**src/rtl/pulse_burst_generator.sv**
```systemverilog
// Pulse burst generator: count-programmable bursts of high/low phases with registered outputs.
// Optional feature: define PULSE_BURST_REPEAT_EN to add cfg_repeat (back-to-back burst repetition).
module pulse_burst_generator #(
  parameter int CNT_W = 8
) (
  input  logic             clk,
  input  logic             rst_n,
  input  logic             trigger,
  input  logic             abort,
  input  logic [CNT_W-1:0] cfg_high_len,
  input  logic [CNT_W-1:0] cfg_low_len,
  input  logic [CNT_W-1:0] cfg_count,
  input  logic             cfg_idle_level,
`ifdef PULSE_BURST_REPEAT_EN
  input  logic             cfg_repeat,
`endif
  output logic             pulse_out,
  output logic             busy,
  output logic             done
);

  typedef enum logic [1:0] {
    ST_IDLE = 2'd0,
    ST_HIGH = 2'd1,
    ST_LOW  = 2'd2
  } state_t;

  localparam logic [CNT_W-1:0] ONE = CNT_W'(1);

  state_t           state;
  logic [CNT_W-1:0] high_len_q;
  logic [CNT_W-1:0] low_len_q;
  logic [CNT_W-1:0] count_q;
  logic             idle_q;
  logic [CNT_W-1:0] phase_cnt;
  logic [CNT_W-1:0] pulse_cnt;
  logic             repeat_req;

`ifdef PULSE_BURST_REPEAT_EN
  assign repeat_req = cfg_repeat;
`else
  assign repeat_req = 1'b0;
`endif

  // Phase counter counts down to zero; a zero length behaves like length one.
  function automatic logic [CNT_W-1:0] last_idx(input logic [CNT_W-1:0] len);
    return (len == '0) ? '0 : len - ONE;
  endfunction

  always_ff @(posedge clk) begin
    if (!rst_n) begin
      state      <= ST_IDLE;
      high_len_q <= '0;
      low_len_q  <= '0;
      count_q    <= '0;
      idle_q     <= 1'b0;
      phase_cnt  <= '0;
      pulse_cnt  <= '0;
      pulse_out  <= 1'b0;
      busy       <= 1'b0;
      done       <= 1'b0;
    end else begin
      done <= 1'b0;
      if (abort) begin
        state     <= ST_IDLE;
        phase_cnt <= '0;
        pulse_cnt <= '0;
        pulse_out <= idle_q;
        busy      <= 1'b0;
      end else begin
        case (state)
          ST_IDLE: begin
            pulse_out <= cfg_idle_level;
            if (trigger) begin
              if (cfg_count == '0) begin
                done <= 1'b1;
              end else begin
                high_len_q <= cfg_high_len;
                low_len_q  <= cfg_low_len;
                count_q    <= cfg_count;
                idle_q     <= cfg_idle_level;
                phase_cnt  <= last_idx(cfg_high_len);
                pulse_cnt  <= cfg_count;
                pulse_out  <= ~cfg_idle_level;
                busy       <= 1'b1;
                state      <= ST_HIGH;
              end
            end
          end
          ST_HIGH: begin
            if (phase_cnt == '0) begin
              phase_cnt <= last_idx(low_len_q);
              pulse_out <= idle_q;
              state     <= ST_LOW;
            end else begin
              phase_cnt <= phase_cnt - ONE;
            end
          end
          ST_LOW: begin
            if (phase_cnt != '0) begin
              phase_cnt <= phase_cnt - ONE;
            end else if (pulse_cnt != ONE) begin
              // pulse_cnt holds pulses remaining including the current one
              pulse_cnt <= pulse_cnt - ONE;
              phase_cnt <= last_idx(high_len_q);
              pulse_out <= ~idle_q;
              state     <= ST_HIGH;
            end else if (repeat_req) begin
              done      <= 1'b1;
              pulse_cnt <= count_q;
              phase_cnt <= last_idx(high_len_q);
              pulse_out <= ~idle_q;
              state     <= ST_HIGH;
            end else begin
              done      <= 1'b1;
              pulse_cnt <= '0;
              pulse_out <= idle_q;
              busy      <= 1'b0;
              state     <= ST_IDLE;
            end
          end
          default: begin
            busy  <= 1'b0;
            state <= ST_IDLE;
          end
        endcase
      end
    end
  end

endmodule

```
**config.mk**
```make
export PLATFORM = sky130hd
export DESIGN_NAME = pulse_burst_generator
export DESIGN_NICKNAME = d
export VERILOG_FILES = /design/src/rtl/pulse_burst_generator.sv
export SDC_FILE = /design/constraint.sdc
export NUM_CORES = 1
export LEC_CHECK = 0
export ABC_AREA = 1
export CAP_MARGIN = 40
export CELL_PAD_IN_SITES_DETAIL_PLACEMENT = 1
export CELL_PAD_IN_SITES_GLOBAL_PLACEMENT = 2
export CORE_AREA = 2 2 87 106
export CTS_CLUSTER_SIZE = 20
export DETAILED_ROUTE_END_ITERATION = 10
export DIE_AREA = 0 0 89 108
export PLACE_DENSITY_LB_ADDON = 0.3
export SETUP_SLACK_MARGIN = 0.4
export SKIP_CTS_REPAIR_TIMING = 1
export SLEW_MARGIN = 10
export SYNTH_ARGS = -nofsm -noshare
export SYNTH_HDL_FRONTEND = slang
export SYNTH_SLANG_ARGS = --single-unit
export TNS_END_PERCENT = 20
```
**constraint.sdc**
```tcl
create_clock -name clk -period 3.9 [get_ports clk]
set_clock_uncertainty 0.05 [all_clocks]
set_input_delay 1.17 -clock clk [delete_from_list [all_inputs] [get_ports clk]]
set_output_delay 1.17 -clock clk [all_outputs]
set_load 0.01 [all_outputs]
```
==> summary by stage <==
Place
The worst slack after detailed placement is 0.812 ns. The detailed placement HPWL is around 6.5 mm. Summing all placed instances gives a cell area of 3260 sq um. The congestion estimate from routability-driven global placement came to 0.815. Buffers placed on the I/O ports in this run total 31.

Timing
Setup violations remaining at the end of the flow were counted as 0. Setup repair after global routing left no endpoint under its margin. Once routing completed, OpenROAD measured the worst setup slack at 1.18 ns. Counting I/O delays and the setup requirement, the final critical path takes 2.72 ns. The share of the cycle needed by the critical path after routing is 69.7%.

The highest clock rate is between 300 and 400 MHz. The final-report hold violation count is 0. The slew at the pin with the worst max-slew slack is about 0.55 ns. The worst-case headroom to the max-slew limit is between 60 and 70%. The total negative slack is 0 ns.

The number of pins exceeding their max-slew limit in the final report is 0.

Drt
The post-detailed-route wirelength per cell is 14.2 um. In the routed layout, each cell is associated on average with a via count of between 4 and 5. The detailed router placed 2817 vias in this run. The routed design has 8.13 mm of wire. The detailed router finished its first iteration with 87 violations. The count of nets left with antenna violations after detail routing is 0. The iteration count of the initial detailed-routing pass is 4. In the routed design, unresolved DRC markers number 0.

Clocking
At the later pin of the worst-skew pair, clock insertion delay measures 0.30 ns. The CTS buffer count is 5. TritonCTS built the clock tree. Clock tree synthesis selected as its root buffer the cell sky130_fd_sc_hd__clkbuf_8. The clock passes through at most 2 buffers. The number of clock sinks seen by CTS is 38. The number of levels in the clock H-tree is 2. After clock tree synthesis, the clock-pin slew on the worst setup and hold paths is 0.08 ns.

Final layout
The count of filler cells inserted in the layout is 1150. The share of post-route cells with drive strength above 1 is 10.5%. The area of all placed cells without fillers is 3350 sq um. The antenna diode count is 0. Compared with the post-synthesis result, the final layout area differs by 17.1%. The net total in the final layout is 497.

Synthesis
The top flip-flop cell by instance count after synthesis is sky130_fd_sc_hd__dfxtp_1. In this run, synthesis inferred 0 flip-flops with an integrated enable. Summing the areas of all compound-gate instances in the mapped netlist gives a little over a fifth of the synthesized area.

The number of flip-flops and latches in the synthesized netlist is 38. Of all flip-flops after synthesis, the portion carrying an async set or reset was 0%. The cell taking the most area after synthesis is sky130_fd_sc_hd__dfxtp_1. Summed over its instances, the top area cell type makes up 26.6% of the synthesized netlist area. The synthesized cell area is 2860 sq um.

Summing the areas of all fa, ha and maj instances in the mapped netlist gives 6.12% of the synthesized area. After synthesis, the largest family of logic cells by area is simple AND/OR/NAND/NOR gates. The multiplexer share of the synthesized area is 0%. The average instance area after synthesis is 6.75 sq um. The cell with the most instances after synthesis is sky130_fd_sc_hd__nand2_1. In the synthesized netlist, the cells that appear most often are sky130_fd_sc_hd__nand2_1, sky130_fd_sc_hd__inv_1, sky130_fd_sc_hd__nor2_1. The synthesized netlist cell count is 424. In the post-synthesis netlist, the biggest area contributors are sky130_fd_sc_hd__dfxtp_1, sky130_fd_sc_hd__nand2_1, sky130_fd_sc_hd__inv_1. The synthesized netlist devotes under 10% of its cell area to XOR and XNOR gates. Summing the areas of all and, or, nand and nor instances in the mapped netlist gives 31.0% of the synthesized area. The sequential element share of the synthesized area is 26.6%. When the netlist entered floorplanning its net count stood at 467.

The synthesis warning total is 0. The count of cell types in the netlist is 37.

Global routing
Entering global routing, the biggest net connects 35 pins. The remaining global-route overflow is 0. The number of global-route vias before repair is 2964.

The number of antenna violations at the first check in global routing came to 0. Global routing used 18.3% of the available tracks across all layers. The first global-routing pass estimated 13.7 mm of wire.

Die
The number of rows created at floorplan is 37. The die covers 9610 sq um. After floorplanning, the core was sized to cover 8520 sq um. In this run the count of I/O pins placed on the die edge is 32.

Measured along the x axis, the die boundary spans 89 um. The die boundary height is 108 um. The initial utilization of the core area, before any placement, comes to 33.6%.

Worst setup path
The critical path starts at cfg_count[2]. The worst setup path is launched from a primary input. The number of buffers and inverters on the critical path is 2. The required time of the worst setup path is 4.03 ns. The delay of the slowest critical-path stage is slightly below 0.5 ns. The type of element capturing the critical path is a flip-flop. The maximum fanout along the worst path is 34. At the worst endpoint, the arrival time is 2.84 ns. The critical path class is primary input to flip-flop. The gate family responsible for the most delay along the worst path is simple AND/OR/NAND/NOR gates. The startpoint of the lowest-slack register-to-register path is state[0]$_SDFFE_PP0P_. Among all stages on the critical path, the largest delay is contributed by sky130_fd_sc_hd__clkdlybuf4s50_1. Traced cell by cell, the critical path runs through clkdlybuf4s50_1 > nor2_1 > nand2_1 > nor2_2 > inv_2 > nand3_2 > o21ai_0 > a21oi_1.

Flow run
Max-cap violations in this run came to 0.

Status
The run finished with clean final reports.

Power
Across the VDD grid, the largest voltage drop is 0.136 mV. The total power per unit cell area is 357 nW/um^2. The analysis attributes to cell leakage a power of roughly 1.4 nW.

Worst hold path
The hold path startpoint is busy$_SDFFE_PP0P_. The path class of the tightest hold or removal check is flip-flop to flip-flop.
[area by class of cell]
cell class | instances | area (sq um) | share of cell area, %
Timing Repair Buffer | 33 | 325 | 9.71
Sequential cell | 38 | 761 | 22.7
Inverter | 57 | 216 | 6.46
Clock inverter | 1 | 5.00 | 0.149
Multi-Input combinational cell | 319 | 1810 | 54.0
Tap cell | 117 | 146 | 4.37
Clock buffer | 7 | 86.3 | 2.58
[per-layer routing]
| layer | vias up | GRT usage [%] | share of wire (%) | wire [um] |
|---|---|---|---|---|
| met5 | - | 0 | 0 | 0 |
| met4 | 0 | 6.40 | 2.0 | 164 |
| met3 | 11 | 2.60 | 2.0 | 162 |
| met2 | 32 | 34.9 | 53 | 4320 |
| met1 | 1338 | 20.1 | 43 | 3490 |
| li1 | 1436 | - | - | - |
[state kept, by name, indices dropped and copies added, names as in the netlist]
signal      count
idle_q          1
pulse_cnt       8
low_len_q       8
pulse_out       1
phase_cnt       8
high_len_q      8
state           2
busy            1
done            1
[cell families (layout without fill, tap and decap cells)]
group | Yosys count | in the layout
and+or+nand+nor | 187 | 187
AOI/OAI and AO/OA | 101 | 101
buffers and inverters | 67 | 98
DFF | 38 | 38
xor gates and xnor gates | 17 | 17
adders and majority gates | 14 | 14
[layout by cell type, fill, tap and decap left out]
| master | synthesis | routed |
|---|---|---|
| sky130_fd_sc_hd__xor2_1 | 9 | 9 |
| sky130_fd_sc_hd__nand4_2 | 1 | 1 |
| sky130_fd_sc_hd__nand4_1 | 5 | 5 |
| sky130_fd_sc_hd__nor2_2 | 6 | 6 |
| sky130_fd_sc_hd__nand2_4 | 1 | 1 |
| sky130_fd_sc_hd__a211oi_1 | 1 | 1 |
| sky130_fd_sc_hd__inv_4 | 1 | 1 |
| sky130_fd_sc_hd__nor3_1 | 3 | 3 |
| sky130_fd_sc_hd__or2_2 | 2 | 2 |
| sky130_fd_sc_hd__buf_4 | 0 | 2 |
| sky130_fd_sc_hd__a211oi_2 | 1 | 1 |
| sky130_fd_sc_hd__nor2_4 | 2 | 2 |
| sky130_fd_sc_hd__nand3_2 | 1 | 1 |
| sky130_fd_sc_hd__nand2_2 | 4 | 4 |
| sky130_fd_sc_hd__nor2_8 | 2 | 2 |
| sky130_fd_sc_hd__nand3_1 | 29 | 29 |
| sky130_fd_sc_hd__o211ai_1 | 2 | 2 |
| sky130_fd_sc_hd__o21ai_4 | 1 | 1 |
| sky130_fd_sc_hd__clkbuf_1 | 3 | 1 |
| sky130_fd_sc_hd__a21oi_1 | 40 | 40 |
| sky130_fd_sc_hd__inv_2 | 2 | 2 |
| sky130_fd_sc_hd__xnor2_1 | 8 | 8 |
| sky130_fd_sc_hd__nand4_4 | 1 | 1 |
| sky130_fd_sc_hd__nand3_4 | 1 | 1 |
| sky130_fd_sc_hd__a21oi_2 | 11 | 11 |
| sky130_fd_sc_hd__ha_1 | 14 | 14 |
| sky130_fd_sc_hd__o21ai_0 | 35 | 35 |
| sky130_fd_sc_hd__nand2_1 | 88 | 88 |
| sky130_fd_sc_hd__clkbuf_8 | 0 | 6 |
| sky130_fd_sc_hd__clkinv_2 | 0 | 1 |
| sky130_fd_sc_hd__o21ai_1 | 8 | 8 |
| sky130_fd_sc_hd__a41oi_4 | 1 | 1 |
| sky130_fd_sc_hd__o21ai_2 | 1 | 1 |
| sky130_fd_sc_hd__nor2_1 | 41 | 41 |
| sky130_fd_sc_hd__clkdlybuf4s50_1 | 0 | 31 |
| sky130_fd_sc_hd__inv_1 | 54 | 54 |
| sky130_fd_sc_hd__dfxtp_1 | 38 | 38 |
[tightest hold or removal path, cell delays in order, from the launching register on]
cell and delay, ns:
sky130_fd_sc_hd__dfxtp_1 0.32, sky130_fd_sc_hd__nand2_1 0.06, sky130_fd_sc_hd__a21oi_1 0.05
[worst paths after layout]
kind / end / slack, ns / cells past startpoint
setup / recovery: high_len_q[6]$_SDFFE_PN0P_ / 1.18 / 8
hold / removal: busy$_SDFFE_PP0P_ / 0.42 / 2
setup reg to reg: pulse_cnt[7]$_SDFFE_PP0P_ / 1.68 / 9
hold reg to reg: busy$_SDFFE_PP0P_ / 0.42 / 2
[report_power, final]
group | switching [W] | leakage (nW) | internal (W)
combinational | 0.000283 | 1.07 | 0.000167
clock | 0.000153 | 0.0482 | 0.000143
sequential | 0.0000286 | 0.312 | 0.000420
total | 0.000465 | 1.43 | 0.000729
[per-stage QoR]
step                cells  power, W  hold slack [ns]  util (%)
finish                572   0.00119            0.421      39.3
global route          572   0.00129            0.455      39.3
CTS                   572   0.00121            0.428      39.3
detailed placement    564  0.000912            0.416      38.2
global placement      564  0.000906            0.407      38.2
floorplan             424  0.000792            0.407         -
Note: power is estimated with default switching activity, not from simulation.
